[src/rtl/axis2bram_writer.sv]
// AXI4-Stream to ping-pong BRAM writer: splits each beat into BRAM words, fills one bank per frame.
// Optional TLAST handling (early frame end, overrun drain, sticky error) is enabled by AXIS2BRAM_TLAST_CHECK_EN.
module axis2bram_writer #(
    parameter int C_AXIS_DATA_WIDTH = 64,
    parameter int C_BRAM_DATA_WIDTH = 32,
    parameter int C_BRAM_ADDR_WIDTH = 10,
    parameter int C_BRAM_DATA_DEPTH = 1024
) (
    input  logic                             ACC_CLK,
    input  logic                             ARESETN,
    input  logic [C_AXIS_DATA_WIDTH-1:0]     AXIS_TDATA,
    input  logic                             AXIS_TVALID,
    input  logic                             AXIS_TLAST,
    output logic                             AXIS_TREADY,
    input  logic [31:0]                      DATA_DEPTH,
    input  logic                             DATA_DEPTH_EMPTY,
    output logic                             DATA_DEPTH_READ,
    output logic [C_BRAM_ADDR_WIDTH-1:0]     BRAM_ADDR,
    output logic [C_BRAM_DATA_WIDTH-1:0]     BRAM_DOUT,
    output logic [C_BRAM_DATA_WIDTH/8-1:0]   BRAM_WE,
    output logic                             BRAM_EN,
    output logic                             BRAM_BANK,
    output logic                             CTRL_CANSTART,
    output logic                             CTRL_ACC_BANK,
    input  logic                             CTRL_ACC_DONE,
    output logic [C_BRAM_ADDR_WIDTH:0]       STAT_WORDS,
    output logic                             STAT_TLAST_ERR
);
    localparam int N  = C_AXIS_DATA_WIDTH / C_BRAM_DATA_WIDTH;
    localparam int CW = C_BRAM_ADDR_WIDTH + 1;
    localparam logic [1:0] LAST_LANE = 2'(N - 1);

    typedef enum logic [2:0] {
        S_IDLE  = 3'd0,
        S_LOAD  = 3'd1,
        S_RECV  = 3'd2,
        S_SPLIT = 3'd3,
        S_DRAIN = 3'd4
    } state_t;

    state_t                          state_reg, state_next, end_state;
    logic [CW-1:0]                   depth_reg, count_reg, depth_clamped;
    logic [C_AXIS_DATA_WIDTH-1:0]    beat_reg;
    logic [1:0]                      lane_reg;
    logic [1:0]                      full_reg, full_next;
    logic                            wr_bank_reg, acc_bank_reg, acc_bank_next, canstart_reg;
    logic [C_BRAM_ADDR_WIDTH-1:0]    bram_addr_reg;
    logic [C_BRAM_DATA_WIDTH-1:0]    bram_dout_reg, wr_data;
    logic [C_BRAM_DATA_WIDTH/8-1:0]  bram_we_reg;
    logic                            bram_en_reg, bram_bank_reg;
    logic [CW-1:0]                   stat_words_reg;
    logic                            tready_int, depth_read_int, handshake;
    logic                            wr_fire, lane_final, depth_hit, frame_end, done_take;
    logic [C_BRAM_DATA_WIDTH-1:0]    lane_words [4];

    genvar gi;
    generate
        for (gi = 0; gi < 4; gi++) begin : g_lane
            if (gi < N) begin : g_used
                assign lane_words[gi] = beat_reg[gi*C_BRAM_DATA_WIDTH +: C_BRAM_DATA_WIDTH];
            end else begin : g_pad
                assign lane_words[gi] = '0;
            end
        end
    endgenerate

    assign handshake     = AXIS_TVALID && tready_int;
    assign wr_fire       = (state_reg == S_RECV && handshake) || (state_reg == S_SPLIT);
    assign wr_data       = (state_reg == S_SPLIT) ? lane_words[lane_reg]
                                                  : AXIS_TDATA[C_BRAM_DATA_WIDTH-1:0];
    assign lane_final    = (state_reg == S_SPLIT) ? (lane_reg == LAST_LANE) : (N == 1);
    assign depth_hit     = wr_fire && (count_reg + CW'(1) == depth_reg);
    assign done_take     = CTRL_ACC_DONE && full_reg[acc_bank_reg];
    assign acc_bank_next = acc_bank_reg ^ done_take;
    assign depth_clamped = (DATA_DEPTH == 32'd0 || DATA_DEPTH > 32'(C_BRAM_DATA_DEPTH))
                         ? CW'(C_BRAM_DATA_DEPTH) : DATA_DEPTH[CW-1:0];

`ifdef AXIS2BRAM_TLAST_CHECK_EN
    logic last_reg, beat_last, overrun, tlast_err_reg;
    assign beat_last      = (state_reg == S_SPLIT) ? last_reg : AXIS_TLAST;
    assign frame_end      = depth_hit || (wr_fire && beat_last && lane_final);
    // Depth exhausted on a beat without TLAST: rest of the frame must be swallowed.
    assign overrun        = depth_hit && !beat_last;
    assign end_state      = overrun ? S_DRAIN : S_IDLE;
    assign STAT_TLAST_ERR = tlast_err_reg;

    always_ff @(posedge ACC_CLK or negedge ARESETN) begin
        if (!ARESETN) begin
            last_reg      <= 1'b0;
            tlast_err_reg <= 1'b0;
        end else begin
            if (state_reg == S_RECV && handshake)
                last_reg <= AXIS_TLAST;
            if (overrun)
                tlast_err_reg <= 1'b1;
        end
    end
`else
    logic unused_tlast;
    assign unused_tlast   = AXIS_TLAST ^ lane_final;
    assign frame_end      = depth_hit;
    assign end_state      = S_IDLE;
    assign STAT_TLAST_ERR = 1'b0;
`endif

    always_ff @(posedge ACC_CLK or negedge ARESETN) begin
        if (!ARESETN)
            state_reg <= S_IDLE;
        else
            state_reg <= state_next;
    end

    always_comb begin
        state_next = state_reg;
        case (state_reg)
            S_IDLE:  if (!DATA_DEPTH_EMPTY && !full_reg[wr_bank_reg]) state_next = S_LOAD;
            S_LOAD:  state_next = S_RECV;
            S_RECV: begin
                if (handshake) begin
                    if (frame_end)  state_next = end_state;
                    else if (N > 1) state_next = S_SPLIT;
                end
            end
            S_SPLIT: begin
                if (frame_end)                   state_next = end_state;
                else if (lane_reg == LAST_LANE)  state_next = S_RECV;
            end
`ifdef AXIS2BRAM_TLAST_CHECK_EN
            S_DRAIN: if (handshake && AXIS_TLAST) state_next = S_IDLE;
`endif
            default: state_next = S_IDLE;
        endcase
    end

    always_comb begin
        tready_int     = 1'b0;
        depth_read_int = 1'b0;
        case (state_reg)
            S_LOAD:  depth_read_int = 1'b1;
            S_RECV:  tready_int     = 1'b1;
`ifdef AXIS2BRAM_TLAST_CHECK_EN
            S_DRAIN: tready_int     = 1'b1;
`endif
            default: ;
        endcase
    end

    always_comb begin
        full_next = full_reg;
        if (frame_end) full_next[wr_bank_reg]  = 1'b1;
        if (done_take) full_next[acc_bank_reg] = 1'b0;
    end

    always_ff @(posedge ACC_CLK or negedge ARESETN) begin
        if (!ARESETN) begin
            depth_reg      <= '0;
            count_reg      <= '0;
            beat_reg       <= '0;
            lane_reg       <= '0;
            full_reg       <= '0;
            wr_bank_reg    <= 1'b0;
            acc_bank_reg   <= 1'b0;
            canstart_reg   <= 1'b0;
            bram_addr_reg  <= '0;
            bram_dout_reg  <= '0;
            bram_we_reg    <= '0;
            bram_en_reg    <= 1'b0;
            bram_bank_reg  <= 1'b0;
            stat_words_reg <= '0;
        end else begin
            bram_en_reg <= 1'b0;
            bram_we_reg <= '0;
            if (state_reg == S_LOAD) begin
                depth_reg <= depth_clamped;
                count_reg <= '0;
            end
            if (state_reg == S_RECV && handshake) begin
                beat_reg <= AXIS_TDATA;
                lane_reg <= 2'd1;
            end else if (state_reg == S_SPLIT) begin
                lane_reg <= lane_reg + 2'd1;
            end
            if (wr_fire) begin
                bram_en_reg   <= 1'b1;
                bram_we_reg   <= '1;
                bram_addr_reg <= count_reg[C_BRAM_ADDR_WIDTH-1:0];
                bram_dout_reg <= wr_data;
                bram_bank_reg <= wr_bank_reg;
                count_reg     <= count_reg + CW'(1);
            end
            if (frame_end) begin
                wr_bank_reg    <= ~wr_bank_reg;
                stat_words_reg <= count_reg + CW'(1);
            end
            full_reg     <= full_next;
            acc_bank_reg <= acc_bank_next;
            // Sample the pre-update full flag so CANSTART trails the bank's final write by a cycle.
            canstart_reg <= full_reg[acc_bank_next];
        end
    end

    assign AXIS_TREADY     = tready_int;
    assign DATA_DEPTH_READ = depth_read_int;
    assign BRAM_ADDR       = bram_addr_reg;
    assign BRAM_DOUT       = bram_dout_reg;
    assign BRAM_WE         = bram_we_reg;
    assign BRAM_EN         = bram_en_reg;
    assign BRAM_BANK       = bram_bank_reg;
    assign CTRL_CANSTART   = canstart_reg;
    assign CTRL_ACC_BANK   = acc_bank_reg;
    assign STAT_WORDS      = stat_words_reg;

endmodule

[config.mk]
export PLATFORM = sky130hd
export DESIGN_NAME = axis2bram_writer
export DESIGN_NICKNAME = d
export VERILOG_FILES = /design/src/rtl/axis2bram_writer.sv
export SDC_FILE = /design/constraint.sdc
export NUM_CORES = 1
export LEC_CHECK = 0
export BUFFER_PORTS_ARGS = -buffer_cell sky130_fd_sc_hd__buf_2
export CAP_MARGIN = 20
export CORE_MARGIN = 5
export CORE_UTILIZATION = 25
export DETAILED_ROUTE_END_ITERATION = 10
export GPL_TIMING_DRIVEN = 0
export PLACE_DENSITY = 0.46
export SETUP_SLACK_MARGIN = 0.15
export SYNTH_ARGS = -nofsm -noshare
export SYNTH_HDL_FRONTEND = slang
export SYNTH_SLANG_ARGS = --single-unit
[constraint.sdc]
create_clock -name ACC_CLK -period 3.85 [get_ports ACC_CLK]
set_input_delay 0.1925 -clock ACC_CLK [delete_from_list [all_inputs] [get_ports ACC_CLK]]
set_output_delay 0.1925 -clock ACC_CLK [all_outputs]
set_load 0.02 [all_outputs]
# Word level (Yosys, flattened, before mapping)
# Index checks and enable logic that the tools add are counted.
[word_totals]
register_bits = 155
in_bits = 102
output_inout_bits = 64
elab_cells = 85
[classes]
n_addsub = 2
order_cmp = 7
eq_ne = 8
mux = 31
n_bitwise = 6
n_reduce_logical = 16
[ops]
columns = ["operator", "n"]
rows = [
  ["$mux W32", 3],
  ["$bmux W32 S2", 1],
  ["$mux W11", 3],
  ["$gt A32 B11 Y1 const B", 1],
  ["$logic_not A32 Y1", 1],
  ["$mux W3", 4],
  ["$pmux W3 S4", 1],
  ["$add A11 B1 Y11 const B", 1],
  ["$eq A11 B11 Y1", 1],
  ["$mux W1", 11],
  ["$mux W2", 5],
  ["$logic_and A1 B1 Y1", 7],
  ["$eq A3 B2 Y1 const B", 2],
  ["$lt A1 B2 Y1 const B", 3],
  ["$mux W4", 1],
  ["$ne A2 B2 Y1 const B", 2],
  ["$reduce_bool A2 Y1", 2],
  ["$eq A3 B1 Y1 const B", 1],
  ["$ge A3 B3 Y1 const B", 1],
  ["$logic_not A3 Y1", 1],
  ["$ne A3 B2 Y1 const B", 1],
  ["$not A2 Y3", 1],
  ["$reduce_and A3 Y1", 1],
  ["$add A2 B1 Y2 const B", 1],
  ["10 further kinds", 14],
]

# Longest topological paths before layout
# Gate-level depths: netlist (run 1).
[logic_depth]
word_depth = 9
depth_mapped = 10
depth_no_buf = 7

# Worst setup path before layout (run 1)
# OpenSTA, ideal clock, no wires.
[synth_path]
path_kind = "flip-flop to flip-flop"
start = "register count_reg[0]"
end = "register stat_words_reg[6], in the netlist STAT_WORDS[6]"
setup_ns = 0.125
arrival_time_ns = 2.542
required_time_ns = 3.725
setup_slack_ns = 1.183
path_stages_with_launch = 11
n_path_buf = 3
synth_period_minus_slack_ns = 2.667
path_cell_list = "dfrtp_1 > ha_1 > buf_4 > xnor2_4 > xnor2_1 > a2111oi_2 > nand4_1 > or4_1 > buf_6 > buf_12 > mux2_4"
[synth_via]
elab_chain_len = 3
[synth_rtl]
columns = ["element", "line_no", "rtl"]
rows = [
  ["start, declared", "42", "logic [CW-1:0] depth_reg, count_reg, depth_clamped;"],
  ["start signal, assigned", "189", "count_reg <= count_reg + CW'(1);"],
  ["$add A11 B1 Y11 (*)", "72, 193", ""],
  ["$eq A11 B11 Y1", "72", "assign depth_hit = wr_fire && (count_reg + CW'(1) == depth_reg);"],
  ["$logic_and A1 B1 Y1", "72", ""],
  ["end signal, assigned", "193", "stat_words_reg <= count_reg + CW'(1);"],
  ["end, declared", "51", "logic [CW-1:0] stat_words_reg;"],
]
# Every way passes the cells marked *; elsewhere a longest branch is shown, timed or not.
# A chain may end at the register's enable or synchronous reset.

# Final worst setup path (run 1)
[layout_path]
start = "register count_reg[0]"
end = "register stat_words_reg[7], in the netlist STAT_WORDS[7]"
# The elaborated chain is that of the path after synthesis.

==> impl_metrics.ini, run 1 <==
[synth]
ys_seq_area_share_pct = 55.89
ys_seq_elements = 150
synth_most_common_cell = dfrtp_1
synth_top_cells_by_count = dfrtp_1 (150), mux2_2 (69), nand2_1 (50), nor2_1 (36), mux2i_1 (34)
syn_area_per_cell_um2 = 12.28
synth_area_mm2 = 0.006716
synth_area_leaders = dfrtp_1 (56%), mux2_2 (12%), mux2i_1 (5.1%)
synth_top_cell_area_share_pct = 55.89
syn_nets = 651
synth_top_cell_by_area = dfrtp_1
synth_top_flop_cell = dfrtp_1
synth_cell_types = 51
syn_inst = 547
synth_warnings = 0
synth_edf_count = 0
synthArstFlopShare_pct = 100.0

[status]
status = completed

[placement]
dp.cells = 1052
place_ws_ns = 0.8123
gp_congestion = 0.7165
port_buffers = 163
dp_hpwl_um = 13480

[setup_path]
reg2regPathDepth = 10
critPathKind = reg2reg
end_kind = flop
cpMostUsedCell = xnor2_1
worstPathCellList = ha_1 > buf_4 > nand3_1 > xnor2_1 > xnor2_1 > nand4_1 > or4_1 > buf_6 > buf_12 > mux2_4
cp.arrival_ns = 3.32
critical-path-slowest-cell = dfrtp_1
cp_max_fo = 10
start_kind = flop
crit_required_ns = 4.15
cp_slowest_stage_delay_ns = 0.53

[power]
combPwrFrac_pct = 36.8
ir_worst_vdd_v = 0.0003088
seqPwrFrac_pct = 38.0
switchingPower_w = 0.002383
power.internal_w = 0.004124
leakage_nw = 4.277
p_sw_share_pct = 36.62
power.share.clock_pct = 25.2
p_per_area_mw_per_mm2 = 718.1

[hold_path]
min_path_cells = 2
hp-class = in2reg

[clock_tree]
insertion_delay_ns = 0.43
numCtsBuffers = 17
cts_setup_buffers = 0
root_buffer = clkbuf_16
ctsHoldBuffers = 45
clk_pin_slew_worst_paths_ns = 0.07
htree_levels = 4
cts.sinks = 150
cts_tree = built
cts_buffer_depth = 2
cts.repair.resized = 0

[global_route]
grt_remaining_overflow = 0
grtUsageTotal_pct = 12.93
antenna_found_initial = 4
grt_max_degree = 83
grt_pass1_wl_um = 31100
first_global_vias = 5453

[sta]
hold_viol_final = 0
slew-limit-headroom_pct = 30.37
grt_setup_unrepaired = no
post-route-period-util_pct = 78.42
finalWorstSetupSlack_ns = 0.8310
final.min_clock_period_ns = 3.019
tightest_slew_ns = 1.036
fin_skew_ns = 0.01260
fmax_ghz = 0.3312
setup_viol = 0
setup_tns_ns = 0
maxSlewViolCount = 0
fin_hold_ws_ns = 0.01395

[routing]
dr.pass1.iters = 4
routed_via_density = 4.484
wl_um = 19270
drt_iter0_markers = 179
drc = 0
wl_per_cell_um = 16.98
vias = 5089
ant_nets = 0

[floorplan]
io_pins = 166
core_mm2 = 0.02673
die_h_um = 173.9
die_area_mm2 = 0.03024
start_util_pct = 25.13
die_x_um = 173.9
rows = 60

[flow_run]
cap_violations = 0

[final_layout]
final_cell_count_no_fill = 1135
drive_above_1_share_pct = 36.87
largest_register_ffs = 64
final_nets = 883
area_delta_synth_final_pct = 34.91
==> logic make-up after synthesis <==
family          after synthesis  synth area share, %
fa+ha+maj                     2               0.3725
mux                         107                17.53
xor+xnor                     23                3.726
simple gates                125                8.588
compound gates               89                10.06
other cells                   1              0.05583
flops                       150                55.89
buf+inv                      50                3.781
==> final cells by class <==
| type | count | area, um^2 |
|---|---|---|
| inverter | 7 | 26.28 |
| sequential | 150 | 3754 |
| fill | 2743 | 17660 |
| clock inverter | 14 | 130.1 |
| timing repair buffer | 213 | 1344 |
| clock buffer | 18 | 439.2 |
| multi-input combinational | 347 | 2709 |
| tap | 341 | 426.7 |
| buffer | 43 | 227.7 |
| antenna | 2 | 5.005 |
==> metrics by stage <==
step | area [um^2] | total power [W] | utilization [%]
floorplan | 6716 | 0.004105 | -
global placement | 7959 | 0.004868 | 29.78
detailed placement | 7996 | 0.004900 | 29.92
CTS | 9016 | 0.006614 | 33.74
global route | 9061 | 0.006951 | 33.90
finish | 9061 | 0.006507 | 33.90
==> placed cells by master (no fill, tap or decap), types with 5 or more instances in the layout <==
cell type / instances
a22o_1: 12
dfrtp_1: 150
o21ai_0: 25
xnor2_1: 15
nor4_1: 6
clkbuf_16: 17
nor3_1: 5
dlygate4sd3_1: 49
clkbuf_1: 25
inv_6: 5
buf_2: 166
mux2i_1: 34
xor2_1: 5
a221o_1: 24
nand2_1: 50
buf_4: 6
nand3_1: 9
o31ai_1: 5
nor2_1: 36
a22oi_1: 8
mux2_2: 69
inv_1: 6
==> power by group through the flow <==
stage	Combinational, W	Sequential [W]	Clock [W]
after floorplan	0.00146	0.00264	0
after global placement	0.00237	0.00250	0
after detailed placement	0.00240	0.00250	0
after CTS	0.00244	0.00248	0.00170
after global routing	0.00264	0.00255	0.00176
final	0.00240	0.00247	0.00164
==> worst paths after layout <==
check / from / endpoint / slack (ns)
max: count_reg[0] / STAT_WORDS[7] / 0.83
max in group asynchronous: ARESETN / beat_reg[30] / 2.74
min reg2reg: BRAM_ADDR[7] / BRAM_ADDR[7] / 0.47
max reg2reg: count_reg[0] / STAT_WORDS[7] / 0.83
min in group asynchronous: ARESETN / STAT_WORDS[8] / 0.31
min: AXIS_TDATA[12] / BRAM_DOUT[12] / 0.01
==> per-layer routing <==
metal  vias to the layer above  global-route usage [%]  wire [um]
li1                       2435                       -          -
met5                         -                       0         25
met3                        19                   4.589       1185
met4                         4                   3.035        210
met1                      2508                   16.79       8910
met2                       123                   20.79       8938
==> worst max-delay path: cells and delay by family (launching register included) <==
family,cells,cell delay (ns)
XOR/XNOR,2,0.57
AND/OR/NAND/NOR,3,0.83
flip-flops,1,0.53
adder cells (fa/ha/maj),1,0.20
multiplexers,1,0.29
buffers and inverters,3,0.48
No activity file was read; power rests on OpenSTA's default activity.
==> run 2: changes to the inputs <==
ABC_AREA = 1   (was default)
clock period = 3 ns   (was 3.85 ns; I/O delays follow)
==> impl_metrics.ini, run 2 <==
[final_layout]
seq_area_mm2 = 0.003754
multi_input_area_mm2 = 0.002494
drive_above_1_share_pct = 23.00
largest_register_ffs = 64
area_delta_synth_final_pct = 39.25
final_common_cell = nand2_1
final_cell_count_no_fill = 1402
nFillCells = 2802
final_nets = 1152
diodes = 0
mostFrequentLayoutCells = nand2_1 (277), buf_2 (170), dfrtp_1 (150), inv_1 (73), dlygate4sd3_1 (72)

[setup_path]
start_kind = flop
crit_required_ns = 2.85
critPathKind = reg2out
cp_max_fo = 10
end_kind = output pin
cp.arrival_ns = 2.15

[flow_run]
cap_violations = 0

[placement]
dp.cells = 1298
gp_congestion = 0.7578
dp_hpwl_um = 14920
port_buffers = 163

[floorplan]
rows = 60
io_pins = 166
core_mm2 = 0.02673
start_util_pct = 25.18
die_x_um = 174.1
die_area_mm2 = 0.03030
die_h_um = 174.1

[clock_tree]
htree_levels = 4
cts.sinks = 150
cts_buffer_depth = 2
numCtsBuffers = 17
root_buffer = clkbuf_16
insertion_delay_ns = 0.43
cts_tree = built
clk_pin_slew_worst_paths_ns = 0.06

[synth]
syn_nets = 897
synth_area_mm2 = 0.006730
ys_seq_area_share_pct = 55.77
synth_cell_types = 34
synth_area_leaders = dfrtp_1 (56%), nand2_1 (15%), nand3_1 (4.9%)
synth_top_cell_area_share_pct = 55.77
synthArstFlopShare_pct = 100.0
synth_most_common_cell = nand2_1
synth_edf_count = 0
synth_warnings = 0
synth_top_cell_by_area = dfrtp_1
synth_top_cells_by_count = nand2_1 (277), dfrtp_1 (150), inv_1 (73), nand3_1 (66), o21ai_0 (54)
syn_area_per_cell_um2 = 8.487
ys_seq_elements = 150
synth_top_flop_cell = dfrtp_1
syn_inst = 793

[global_route]
grt_remaining_overflow = 0
grtUsageTotal_pct = 13.95
grt_max_degree = 100
first_global_vias = 6327
antenna_found_initial = 0
grt_pass1_wl_um = 33910

[sta]
fmax_ghz = 0.4340
maxSlewViolCount = 0
post-route-period-util_pct = 76.81
tightest_slew_ns = 0.6840
hold_viol_final = 0
grt_setup_unrepaired = no
slew-limit-headroom_pct = 54.40
final.min_clock_period_ns = 2.304
fin_skew_ns = 0.01965
setup_viol = 0
setup_tns_ns = 0

[power]
ir_worst_vdd_v = 0.0003715
seqPwrFrac_pct = 36.2
p_per_area_mw_per_mm2 = 993.1
combPwrFrac_pct = 38.8
power.internal_w = 0.005469
p_sw_share_pct = 41.24
power.share.clock_pct = 25.1
switchingPower_w = 0.003838
leakage_nw = 4.696

[status]
status = completed

[routing]
drc = 0
ant_nets = 0
drt_iter0_markers = 351
dr.pass1.iters = 4
routed_via_density = 4.302
wl_um = 20530
wl_per_cell_um = 14.64
vias = 6032

[hold_path]
hp-class = in2reg
[run 2: cell count changes after synthesis, sizes merged, moves of 8 or more]
cell / change
xnor2: -14
nand3: +59
mux2: -73
o211ai: +34
a22o: -12
o21ai: +41
a22oi: -8
o22ai: +10
inv: +72
a221o: -24
mux2i: -34
nand2: +238
[run 2: worst max-delay path, cell delays in order (launching register included)]
cell	delay [ns]
dfrtp_1	0.42
inv_1	0.09
nor2_1	0.21
clkbuf_1	0.33
clkbuf_1	0.42
buf_2	0.26
[run 2: repair_timing]
item / in CTS / in global routing
hold buffers: 72 / 0
gates resized for setup: 0 / 0
setup buffers: 0 / 0
endpoints found under the hold margin: 153 / 0
[run 2: layout make-up]
class,count,share of cell area (%)
plain buffers,40,2.029
well taps,341,4.553
inverters,78,3.124
repair buffers,236,16.80
multi-input cells,525,26.61
flip-flops and latches,150,40.05
clock inverters,15,2.296
clock buffers,17,4.539
[run 2: cells by family after synthesis]
family	Yosys count	synth area share (%)
AOI/OAI and AO/OA	117	10.80
xor gates and xnor gates	5	0.6508
adders and majority gates	2	0.3718
buffers and inverters	118	7.176
DFF	150	55.77
other	1	0.05572
and+or+nand+nor	400	25.17
[run 2: layer usage]
| layer | global-route usage [%] | vias up | share of wire [%] |
|---|---|---|---|
| met4 | 3.761 | 0 | 1.6 |
| met5 | 0 | - | 0 |
| met3 | 2.827 | 17 | 3.7 |
| met2 | 22.68 | 122 | 47 |
| li1 | - | 3073 | - |
| met1 | 19.04 | 2820 | 48 |
[run 2: power by group through the flow]
stage	Clock, W	Combinational (W)	Sequential (W)
2_1_floorplan	0	0.00206	0.00364
3_3_place_gp	0	0.00356	0.00341
3_5_place_dp	0	0.00361	0.00340
4_1_cts	0.00241	0.00371	0.00338
5_1_grt	0.00250	0.00411	0.00347
6_report	0.00233	0.00361	0.00337
[run 2: metrics by stage]
stage	setup slack, ns	total power [W]	cell area [um^2]	util, %	hold WS [ns]
2_1_floorplan	1.110	0.005705	6730	-	-0.1456
3_3_place_gp	-0.7761	0.006965	7973	29.83	0.3457
3_5_place_dp	0.6604	0.007019	8010	29.97	0.09309
4_1_cts	0.6363	0.009499	9371	35.07	0.02709
5_1_grt	0.4466	0.01009	9371	35.07	0.03548
6_report	0.6956	0.009306	9371	35.07	0.04947
[run 2: path summary, 6_finish.rpt]
path                                from         endpoint  slack [ns]  cells past startpoint
min in group asynchronous        ARESETN     depth_reg[4]        0.21                      2
hold / removal             DATA_DEPTH[7]     depth_reg[7]        0.05                      3
hold reg to reg             BRAM_DOUT[7]     BRAM_DOUT[7]        0.48                      2
setup reg to reg            count_reg[0]    STAT_WORDS[0]        0.72                     12
setup / recovery            state_reg[0]  DATA_DEPTH_READ        0.70                      5
max in group asynchronous        ARESETN     beat_reg[29]        1.90                      3
==> run 3: changes to the inputs <==
PLACE_DENSITY = 0.47   (was 0.46)
clock period = 1.9 ns   (was 3 ns; I/O delays follow)
==> impl_metrics.ini, run 3 (synthesis results as in run 2) <==
[floorplan]
io_pins = 166
rows = 60
core_mm2 = 0.02673
die_h_um = 174.1
die_area_mm2 = 0.03030
start_util_pct = 25.18
die_x_um = 174.1

[routing]
routed_via_density = 4.278
wl_um = 20870
drc = 0
drt_iter0_markers = 366
vias = 6101
ant_nets = 0
wl_per_cell_um = 14.63
dr.pass1.iters = 5

[final_layout]
largest_register_ffs = 64
mostFrequentLayoutCells = nand2_1 (259), buf_2 (164), dfrtp_1 (147), dlygate4sd3_1 (78), inv_1 (71)
drive_above_1_share_pct = 29.61
multi_input_area_mm2 = 0.002669
area_delta_synth_final_pct = 45.73
final_nets = 1175
nFillCells = 2743
final_common_cell = nand2_1
seq_area_mm2 = 0.003757

[placement]
port_buffers = 163
dp_hpwl_um = 14830
gp_congestion = 0.7717
place_ws_ns = -0.2940

[sta]
fmax_ghz = 0.5007
setup_tns_ns = -1.015
fin_skew_ns = 0.02477
grt_setup_unrepaired = yes
final.min_clock_period_ns = 1.997
slew-limit-headroom_pct = 58.21
tightest_slew_ns = 0.6269
post-route-period-util_pct = 105.1
hold_viol_final = 0
finalWorstSetupSlack_ns = -0.09734
maxSlewViolCount = 0
fin_hold_ws_ns = 0.02261
setup_viol = 14

[clock_tree]
numCtsBuffers = 17
clk_pin_slew_worst_paths_ns = 0.07
insertion_delay_ns = 0.44
cts.sinks = 150
htree_levels = 4
root_buffer = clkbuf_16
cts_buffer_depth = 2
cts_tree = built

[setup_path]
critPathKind = reg2reg
cp_top_family = simple AND/OR/NAND/NOR gates
reg2regPathDepth = 13
critical-path-slowest-cell = dfrtp_2
cp_max_fo = 5
timing.rr.end = STAT_WORDS[6]
end_kind = flop
r2r_start = count_reg[1]
start_kind = flop
worstSetupStartpoint = count_reg[1]
cp.depth = 13
worstSetupEndpoint = STAT_WORDS[6]
r2r_slack_ns = -0.1
worst-path-buf-inv = 2
crit_required_ns = 2.21
cp_slowest_stage_delay_ns = 0.42
worstPathCellList = ha_4 > nand2_8 > nor2_4 > nand2_2 > nand3b_1 > inv_1 > nor2_2 > nand3_2 > nor2_2 > nand3_2 > buf_6 > nand2_2 > o21ai_2
cp.arrival_ns = 2.31

[power]
seqPwrFrac_pct = 35.3
switchingPower_w = 0.006393
power.internal_w = 0.008791
p_sw_share_pct = 42.10
power.share.clock_pct = 23.6
leakage_nw = 4.895
combPwrFrac_pct = 41.1
ir_worst_vdd_v = 0.0006027
p_per_area_mw_per_mm2 = 1548

[global_route]
grt_remaining_overflow = 0
first_global_vias = 6322
grt_pass1_wl_um = 33930
antenna_found_initial = 1
grtUsageTotal_pct = 14.06
grt_max_degree = 115

[flow_run]
cap_violations = 0

[hold_path]
hp-class = in2reg

[status]
violations = setup timing
status = complete, but fails checks
-- run 3: cell types whose count changed in the layout (fill, tap and decap cells not counted), moves of 10 or more --
cell / change
nor2_1: -10
nand2_1: -18
buf_4: +20
nand2_2: +12
clkbuf_1: -19
clkbuf_2: +16
-- run 3: worst min-delay path: cells and delay by family --
family | cells | cell delay (ns)
compound gates | 2 | 0.19
buf+inv | 1 | 0.12
-- run 3: metrics by stage --
| stage | total power [W] | instances | util, % | cell area (um^2) |
|---|---|---|---|---|
| finish | 0.01518 | 1426 | 36.70 | 9808 |
| global route | 0.01639 | 1426 | 36.70 | 9808 |
| CTS | 0.01513 | 1418 | 36.03 | 9629 |
| detailed placement | 0.01112 | 1298 | 30.10 | 8045 |
| global placement | 0.01104 | 1297 | 29.96 | 8008 |
| floorplan | 0.009066 | 793 | - | 6765 |
-- run 3: final cells by class --
| class | count | share of cell area (%) |
|---|---|---|
| repair buffers | 259 | 18.06 |
| plain buffers | 40 | 2.602 |
| multi-input cells | 525 | 27.21 |
| clock buffers | 17 | 4.337 |
| flip-flops and latches | 150 | 38.31 |
| diodes | 1 | 0.02551 |
| well taps | 341 | 4.350 |
| clock inverters | 15 | 2.092 |
| inverters | 78 | 3.011 |
-- run 3: what timing repair did --
action,in CTS,in global routing
setup endpoints to repair,145,128
cloned,1,0
hold buffers,78,0
hold endpoints to repair,154,0
pin swaps,3,15
resized for setup,38,52
buffers inserted,9,7
-- run 3: worst min path at each step --
| stage | from | to | depth (start not counted) |
|---|---|---|---|
| after floorplan | ARESETN | BRAM_ADDR[0] | 0 |
| after global placement | AXIS_TDATA[47] | beat_reg[47] | 3 |
| after detailed placement | ARESETN | depth_reg[10] | 1 |
| after CTS | AXIS_TVALID | state_reg[0] | 3 |
| after global routing | AXIS_TVALID | state_reg[0] | 3 |
| final | AXIS_TVALID | state_reg[0] | 3 |
-- run 3: layer usage --
layer / track usage [%] / part of all wire, %
met5: 0 / 0
met4: 3.629 / 0.72
met3: 3.001 / 4.6
met2: 23.57 / 48
met1: 18.57 / 47
-- run 3: power by group through the flow --
stage	combinational (W)	clock, W	sequential [W]
after global routing	0.00706	0.00380	0.00553
final	0.00625	0.00358	0.00536
after CTS	0.00611	0.00368	0.00534
after floorplan	0.00329	0	0.00577
after global placement	0.00564	0	0.00539
after detailed placement	0.00572	0	0.00540
